--- src/rtl/ring_token_arbiter.sv ---
// ring_token_arbiter: round-robin arbiter that moves a one-hot token around
// a ring with hold/forward/backward steps and grants the token holder.
// f_o/r_o are exported so an external ring register can follow in lock-step.
module ring_token_arbiter #(
    parameter int unsigned N        = 3,
    parameter int unsigned HOLD_MAX = 8,
    parameter int unsigned CW       = 4
) (
    input  logic         clk,
    input  logic         rst_n,
    input  logic [N-1:0] req,
    input  logic [N-1:0] done,
    output logic [N-1:0] grant,
    output logic [N-1:0] token,
    output logic         f_o,
    output logic         r_o,
    output logic         busy
);

    localparam int unsigned IW = $clog2(N);

    typedef enum logic [1:0] {
        S_IDLE  = 2'd0,
        S_SEEK  = 2'd1,
        S_GRANT = 2'd2
    } state_t;

    state_t          r_state;
    logic [N-1:0]    r_token;
    logic [IW-1:0]   r_idx;
    logic [IW-1:0]   r_target;
    logic [N-1:0]    r_grant;
    logic            r_f_o;
    logic            r_r_o;
    logic            r_busy;
    logic [CW-1:0]   r_cnt;

    logic [N-1:0]    w_tok_fwd;
    logic [N-1:0]    w_tok_bwd;
    logic [N-1:0]    w_step_tok;
    logic [IW-1:0]   w_idx_fwd;
    logic [IW-1:0]   w_idx_bwd;
    logic [IW-1:0]   w_step_idx;
    logic            w_found;
    logic [IW-1:0]   w_tgt;
    logic [IW-1:0]   w_dist;
    logic [IW:0]     w_sum;
    logic            w_fwd;
    logic            w_hold_exit;

    // Neighbouring token/index values for one step in either direction
    always_comb begin
        w_tok_fwd  = {r_token[N-2:0], r_token[N-1]};
        w_tok_bwd  = {r_token[0], r_token[N-1:1]};
        w_idx_fwd  = (r_idx == IW'(N - 1)) ? '0 : r_idx + IW'(1);
        w_idx_bwd  = (r_idx == '0) ? IW'(N - 1) : r_idx - IW'(1);
        w_step_tok = r_f_o ? w_tok_fwd : w_tok_bwd;
        w_step_idx = r_f_o ? w_idx_fwd : w_idx_bwd;
    end

    // First requester after the current holder; the holder itself is checked last
    always_comb begin
        w_found = 1'b0;
        w_tgt   = '0;
        w_dist  = '0;
        w_sum   = '0;
        for (int unsigned k = 1; k <= N; k++) begin
            w_sum = (IW+1)'(r_idx) + (IW+1)'(k);
            if (w_sum >= (IW+1)'(N)) begin
                w_sum = w_sum - (IW+1)'(N);
            end
            if (!w_found && req[w_sum[IW-1:0]]) begin
                w_found = 1'b1;
                w_tgt   = w_sum[IW-1:0];
                w_dist  = (k == N) ? '0 : IW'(k);
            end
        end
    end

    // Shortest direction to the target and release condition of a grant
    always_comb begin
        w_fwd       = (w_dist <= IW'(N / 2));
        w_hold_exit = done[r_target] | ~req[r_target] | (r_cnt >= CW'(HOLD_MAX));
    end

    // Arbitration state machine, token ring and registered outputs
    always_ff @(posedge clk or negedge rst_n) begin
        if (!rst_n) begin
            r_state  <= S_IDLE;
            r_token  <= N'(1);
            r_idx    <= '0;
            r_target <= '0;
            r_grant  <= '0;
            r_f_o    <= 1'b0;
            r_r_o    <= 1'b0;
            r_busy   <= 1'b0;
            r_cnt    <= '0;
        end else begin
            if (r_f_o) begin
                r_token <= w_tok_fwd;
                r_idx   <= w_idx_fwd;
            end else if (r_r_o) begin
                r_token <= w_tok_bwd;
                r_idx   <= w_idx_bwd;
            end

            case (r_state)
                S_IDLE: begin
                    r_grant <= '0;
                    r_f_o   <= 1'b0;
                    r_r_o   <= 1'b0;
                    r_busy  <= 1'b0;
                    r_cnt   <= '0;
                    if (w_found) begin
                        r_target <= w_tgt;
                        r_busy   <= 1'b1;
                        if (w_dist == '0) begin
                            r_state <= S_GRANT;
                            r_grant <= r_token;
                            r_cnt   <= CW'(1);
                        end else begin
                            r_state <= S_SEEK;
                            r_f_o   <= w_fwd;
                            r_r_o   <= ~w_fwd;
                        end
                    end
                end
                S_SEEK: begin
                    if (w_step_idx == r_target) begin
                        r_f_o <= 1'b0;
                        r_r_o <= 1'b0;
                        if (req[r_target]) begin
                            r_state <= S_GRANT;
                            r_grant <= w_step_tok;
                            r_cnt   <= CW'(1);
                        end else begin
                            r_state <= S_IDLE;
                            r_busy  <= 1'b0;
                        end
                    end
                end
                S_GRANT: begin
                    if (w_hold_exit) begin
                        r_state <= S_IDLE;
                        r_grant <= '0;
                        r_busy  <= 1'b0;
                        r_cnt   <= '0;
                    end else if (r_cnt != '1) begin
                        r_cnt <= r_cnt + CW'(1);
                    end
                end
                default: begin
                    r_state <= S_IDLE;
                    r_grant <= '0;
                    r_f_o   <= 1'b0;
                    r_r_o   <= 1'b0;
                    r_busy  <= 1'b0;
                    r_cnt   <= '0;
                end
            endcase
        end
    end

    assign grant = r_grant;
    assign token = r_token;
    assign f_o   = r_f_o;
    assign r_o   = r_r_o;
    assign busy  = r_busy;

endmodule
--- config.mk ---
export PLATFORM = sky130hd
export DESIGN_NAME = ring_token_arbiter
export DESIGN_NICKNAME = d
export VERILOG_FILES = /design/src/rtl/ring_token_arbiter.sv
export SDC_FILE = /design/constraint.sdc
export NUM_CORES = 1
export LEC_CHECK = 0
export BUFFER_PORTS_ARGS = -buffer_cell sky130_fd_sc_hd__buf_2
export CORE_ASPECT_RATIO = 0.6
export CORE_MARGIN = 5
export CORE_UTILIZATION = 45
export CTS_CLUSTER_SIZE = 24
export DETAILED_ROUTE_END_ITERATION = 7
export PLACE_DENSITY_LB_ADDON = 0.05
export SLEW_MARGIN = 20
export SYNTH_ARGS = -nofsm -noshare
export SYNTH_HDL_FRONTEND = slang
export SYNTH_SLANG_ARGS = --single-unit
--- constraint.sdc ---
create_clock -name clk -period 2.3 [get_ports clk]
set_clock_uncertainty 0.1 [all_clocks]
set_input_delay 0.46 -clock clk [delete_from_list [all_inputs] [get_ports clk]]
set_output_delay 0.46 -clock clk [all_outputs]
set_load 0.02 [all_outputs]
==> flow_metrics.env <==
export IMPL_clock_power_share_pct=12.1
export IMPL_rows=15
export IMPL_reg2reg_depth=7
export IMPL_ys_top_cells_by_area="dfrtp_1 (35%), mux2i_1 (10%), ha_1 (5.8%)"
export IMPL_p_int_mw=1.06
export IMPL_numCtsBuffers=3
export IMPL_wl_um=3170
export IMPL_die_area_mm2=0.00408
export IMPL_syn_area_mm2=0.00129
export IMPL_seqPwrFrac_pct=27.5
export IMPL_initial_core_util_pct=45.9
export IMPL_grt_overflow=0
export IMPL_synth_top_area_share_pct=34.8
export IMPL_ys_types=45
export IMPL_finalCriticalPeriod_ns=2.23
export IMPL_place_gp_congestion=0.777
export IMPL_synthCells=136
export IMPL_yosysMostFrequentCell="dfrtp_1"
export IMPL_grt_pass1_wl_um=5290
export IMPL_finalCritPeriodShare_pct=96.9
export IMPL_synth_seq_cells=19
export IMPL_maxSlewViolCount=0
export IMPL_regToRegEndpoint="grant[2]$_DFFE_PN0P_"
export IMPL_clock_sinks=19
export IMPL_synth_edf_count=0
export IMPL_critPathArrivalTime_ns=2.27
export IMPL_crit_type="reg -> reg"
export IMPL_cp_start_kind="flop"
export IMPL_hold_buffers=0
export IMPL_p_sw_share_pct=46.1
export IMPL_worstMarginPinSlew_ns=0.477
export IMPL_synth_warnings=0
export IMPL_area_growth_pct=15.4
export IMPL_post_drt_wl_per_cell_um=16.6
export IMPL_grt_pass1_vias=1106
export IMPL_cap_violations=0
export IMPL_pin_count=17
export IMPL_viasPerCell=5.82
export IMPL_fin_cells=191
export IMPL_max_freq_ghz=0.449
export IMPL_p_switching_uw=909
export IMPL_layout_nets=172
export IMPL_syn_nets=150
export IMPL_die_h_um=51.5
export IMPL_ant_nets=0
export IMPL_clkTransAtPathRegs_ns=0.07
export IMPL_yosysSeqAreaShare_pct=36.9
export IMPL_async_flop_share_pct=100
export IMPL_die_width_um=79.2
export IMPL_grtUsageTotal_pct=17.0
export IMPL_holdWs_ns=0.0356
export IMPL_reg2reg_from="r_idx[0]$_DFFE_PN0P_"
export IMPL_drive_above_1_share_pct=22.9
export IMPL_ys_flop_type="dfrtp_1"
export IMPL_p_total_mw=1.97
export IMPL_utilization_pct=53.0
export IMPL_insertion_delay_ns=0.26
export IMPL_setup_viol=0
export IMPL_r2r_slack_ns=0.07
export IMPL_syn_avg_cell_area_um2=9.50
export IMPL_clockRootBuffer="clkbuf_8"
export IMPL_portBuffers=16
export IMPL_cts_buffer_depth=2
export IMPL_cts_tree="built"
export IMPL_remaining_drc_errors=0
export IMPL_firstDrtPassIters=4
export IMPL_hold_path_class="in -> async"
export IMPL_antenna_found_initial=0
export IMPL_yosys_area_top_type="dfrtp_1"
export IMPL_hold_violations=0
export IMPL_power_per_cell_area_mw_per_mm2=1320
export IMPL_coreArea_mm2=0.00282
export IMPL_critPathCaptureType="flop"
export IMPL_htree_levels=1
export IMPL_diodes=0
export IMPL_drtIter0Drc=74
export IMPL_static_leakage_power_nw=0.676
export IMPL_synthTopCellsByCount="dfrtp_1 (18), nand2_1 (17), mux2i_1 (13), o21ai_0 (13), inv_1 (9)"
export IMPL_outcome="complete, no violations"
export IMPL_ir_worst_vdd_mv=0.560
export IMPL_pwr_share_comb_pct=60.4
export IMPL_dp_final_hpwl_um=2390
export IMPL_worst_path_max_fanout=5
export IMPL_slew_headroom_pct=68.1
export IMPL_grt_max_degree=20
export IMPL_cp_required_ns=2.34
export IMPL_placed_cells=186
export IMPL_num_vias=1111
worst max-delay path, cell delays in order (launching register included):
cell and delay (ns):
dfrtp_1 0.39, inv_1 0.14, ha_1 0.24, mux2i_1 0.19
xor2_1 0.29, a41oi_2 0.21, nor2_2 0.21, mux2_1 0.34
registers in the layout (all words and copies together) (netlist names):
name	flops
r_target	2
token	3
r_cnt	4
busy	1
grant	3
r_idx	2
r_state	2
f_o	1
r_o	1
logic make-up (layout without fill, tap and decap cells):
| family | count (synthesis) | after routing | share of synthesized area [%] |
|---|---|---|---|
| xor+xnor | 1 | 1 | 0.678 |
| compound gates | 45 | 45 | 25.5 |
| fa+ha+maj | 6 | 6 | 5.81 |
| buf+inv | 15 | 36 | 5.42 |
| flops | 19 | 19 | 36.9 |
| mux | 17 | 17 | 13.6 |
| simple gates | 33 | 33 | 12.2 |
cell type report:
cell class | instances | area (um^2)
clock buffer | 4 | 45.0
fill | 284 | 1320
inverter | 9 | 33.8
multi-input combinational | 102 | 761
sequential | 19 | 477
tap | 34 | 42.5
timing repair buffer | 23 | 133
cells in the final DEF (no fill, tap or decap), types with 3 or more instances in the layout:
cell / count
inv_1: 9
buf_2: 16
mux2_1: 3
a21oi_1: 5
dfrtp_1: 18
o21ai_0: 13
ha_1: 4
o2111ai_1: 3
mux2i_1: 13
nand3_1: 4
buf_4: 7
clkbuf_8: 3
o2bb2ai_1: 4
nand2_1: 17
layer usage:
layer / up-vias / wire length [um] / track usage, %
met2: 23 / 1380 / 25.7
li1: 545 / - / -
met3: 5 / 184 / 5.54
met1: 538 / 1570 / 23.1
met4: 0 / 36 / 5.43
met5: - / 0 / 0
stage by stage:
stage	setup slack, ns	area [um^2]	TNS [ns]
finish	0.0712	1490	0
global route	-0.0331	1490	-0.0873
CTS	0.0571	1470	0
detailed placement	0.0882	1420	0
global placement	0.153	1420	0
floorplan	0.0583	1290	0
power by group through the flow:
| stage | Clock, mW | Combinational [mW] | Sequential, mW |
|---|---|---|---|
| after global routing | 0.263 | 1.30 | 0.559 |
| after detailed placement | 0 | 1.12 | 0.547 |
| after floorplan | 0 | 0.816 | 0.521 |
| final | 0.238 | 1.19 | 0.541 |
| after global placement | 0 | 1.10 | 0.542 |
| after CTS | 0.241 | 1.13 | 0.541 |
worst max path at each step:
| stage | slack, ns | depth (start not counted) | start | end |
|---|---|---|---|---|
| 2_1_floorplan | 0.06 | 8 | r_idx[0]$_DFFE_PN0P_ | grant[0]$_DFFE_PN0P_ |
| 3_3_place_gp | 0.15 | 7 | r_idx[0]$_DFFE_PN0P_ | grant[2]$_DFFE_PN0P_ |
| 3_5_place_dp | 0.09 | 7 | r_idx[0]$_DFFE_PN0P_ | grant[0]$_DFFE_PN0P_ |
| 4_1_cts | 0.06 | 7 | r_idx[0]$_DFFE_PN0P_ | grant[0]$_DFFE_PN0P_ |
| 5_1_grt | -0.03 | 7 | r_idx[0]$_DFFE_PN0P_ | grant[2]$_DFFE_PN0P_ |
| 6_report | 0.07 | 7 | r_idx[0]$_DFFE_PN0P_ | grant[2]$_DFFE_PN0P_ |
timing repair:
item | CTS | global route
buffers inserted | 0 | 1
gates resized for setup | 0 | 2
setup endpoints to repair | 0 | 3
Note: power is estimated with default switching activity, not from simulation.
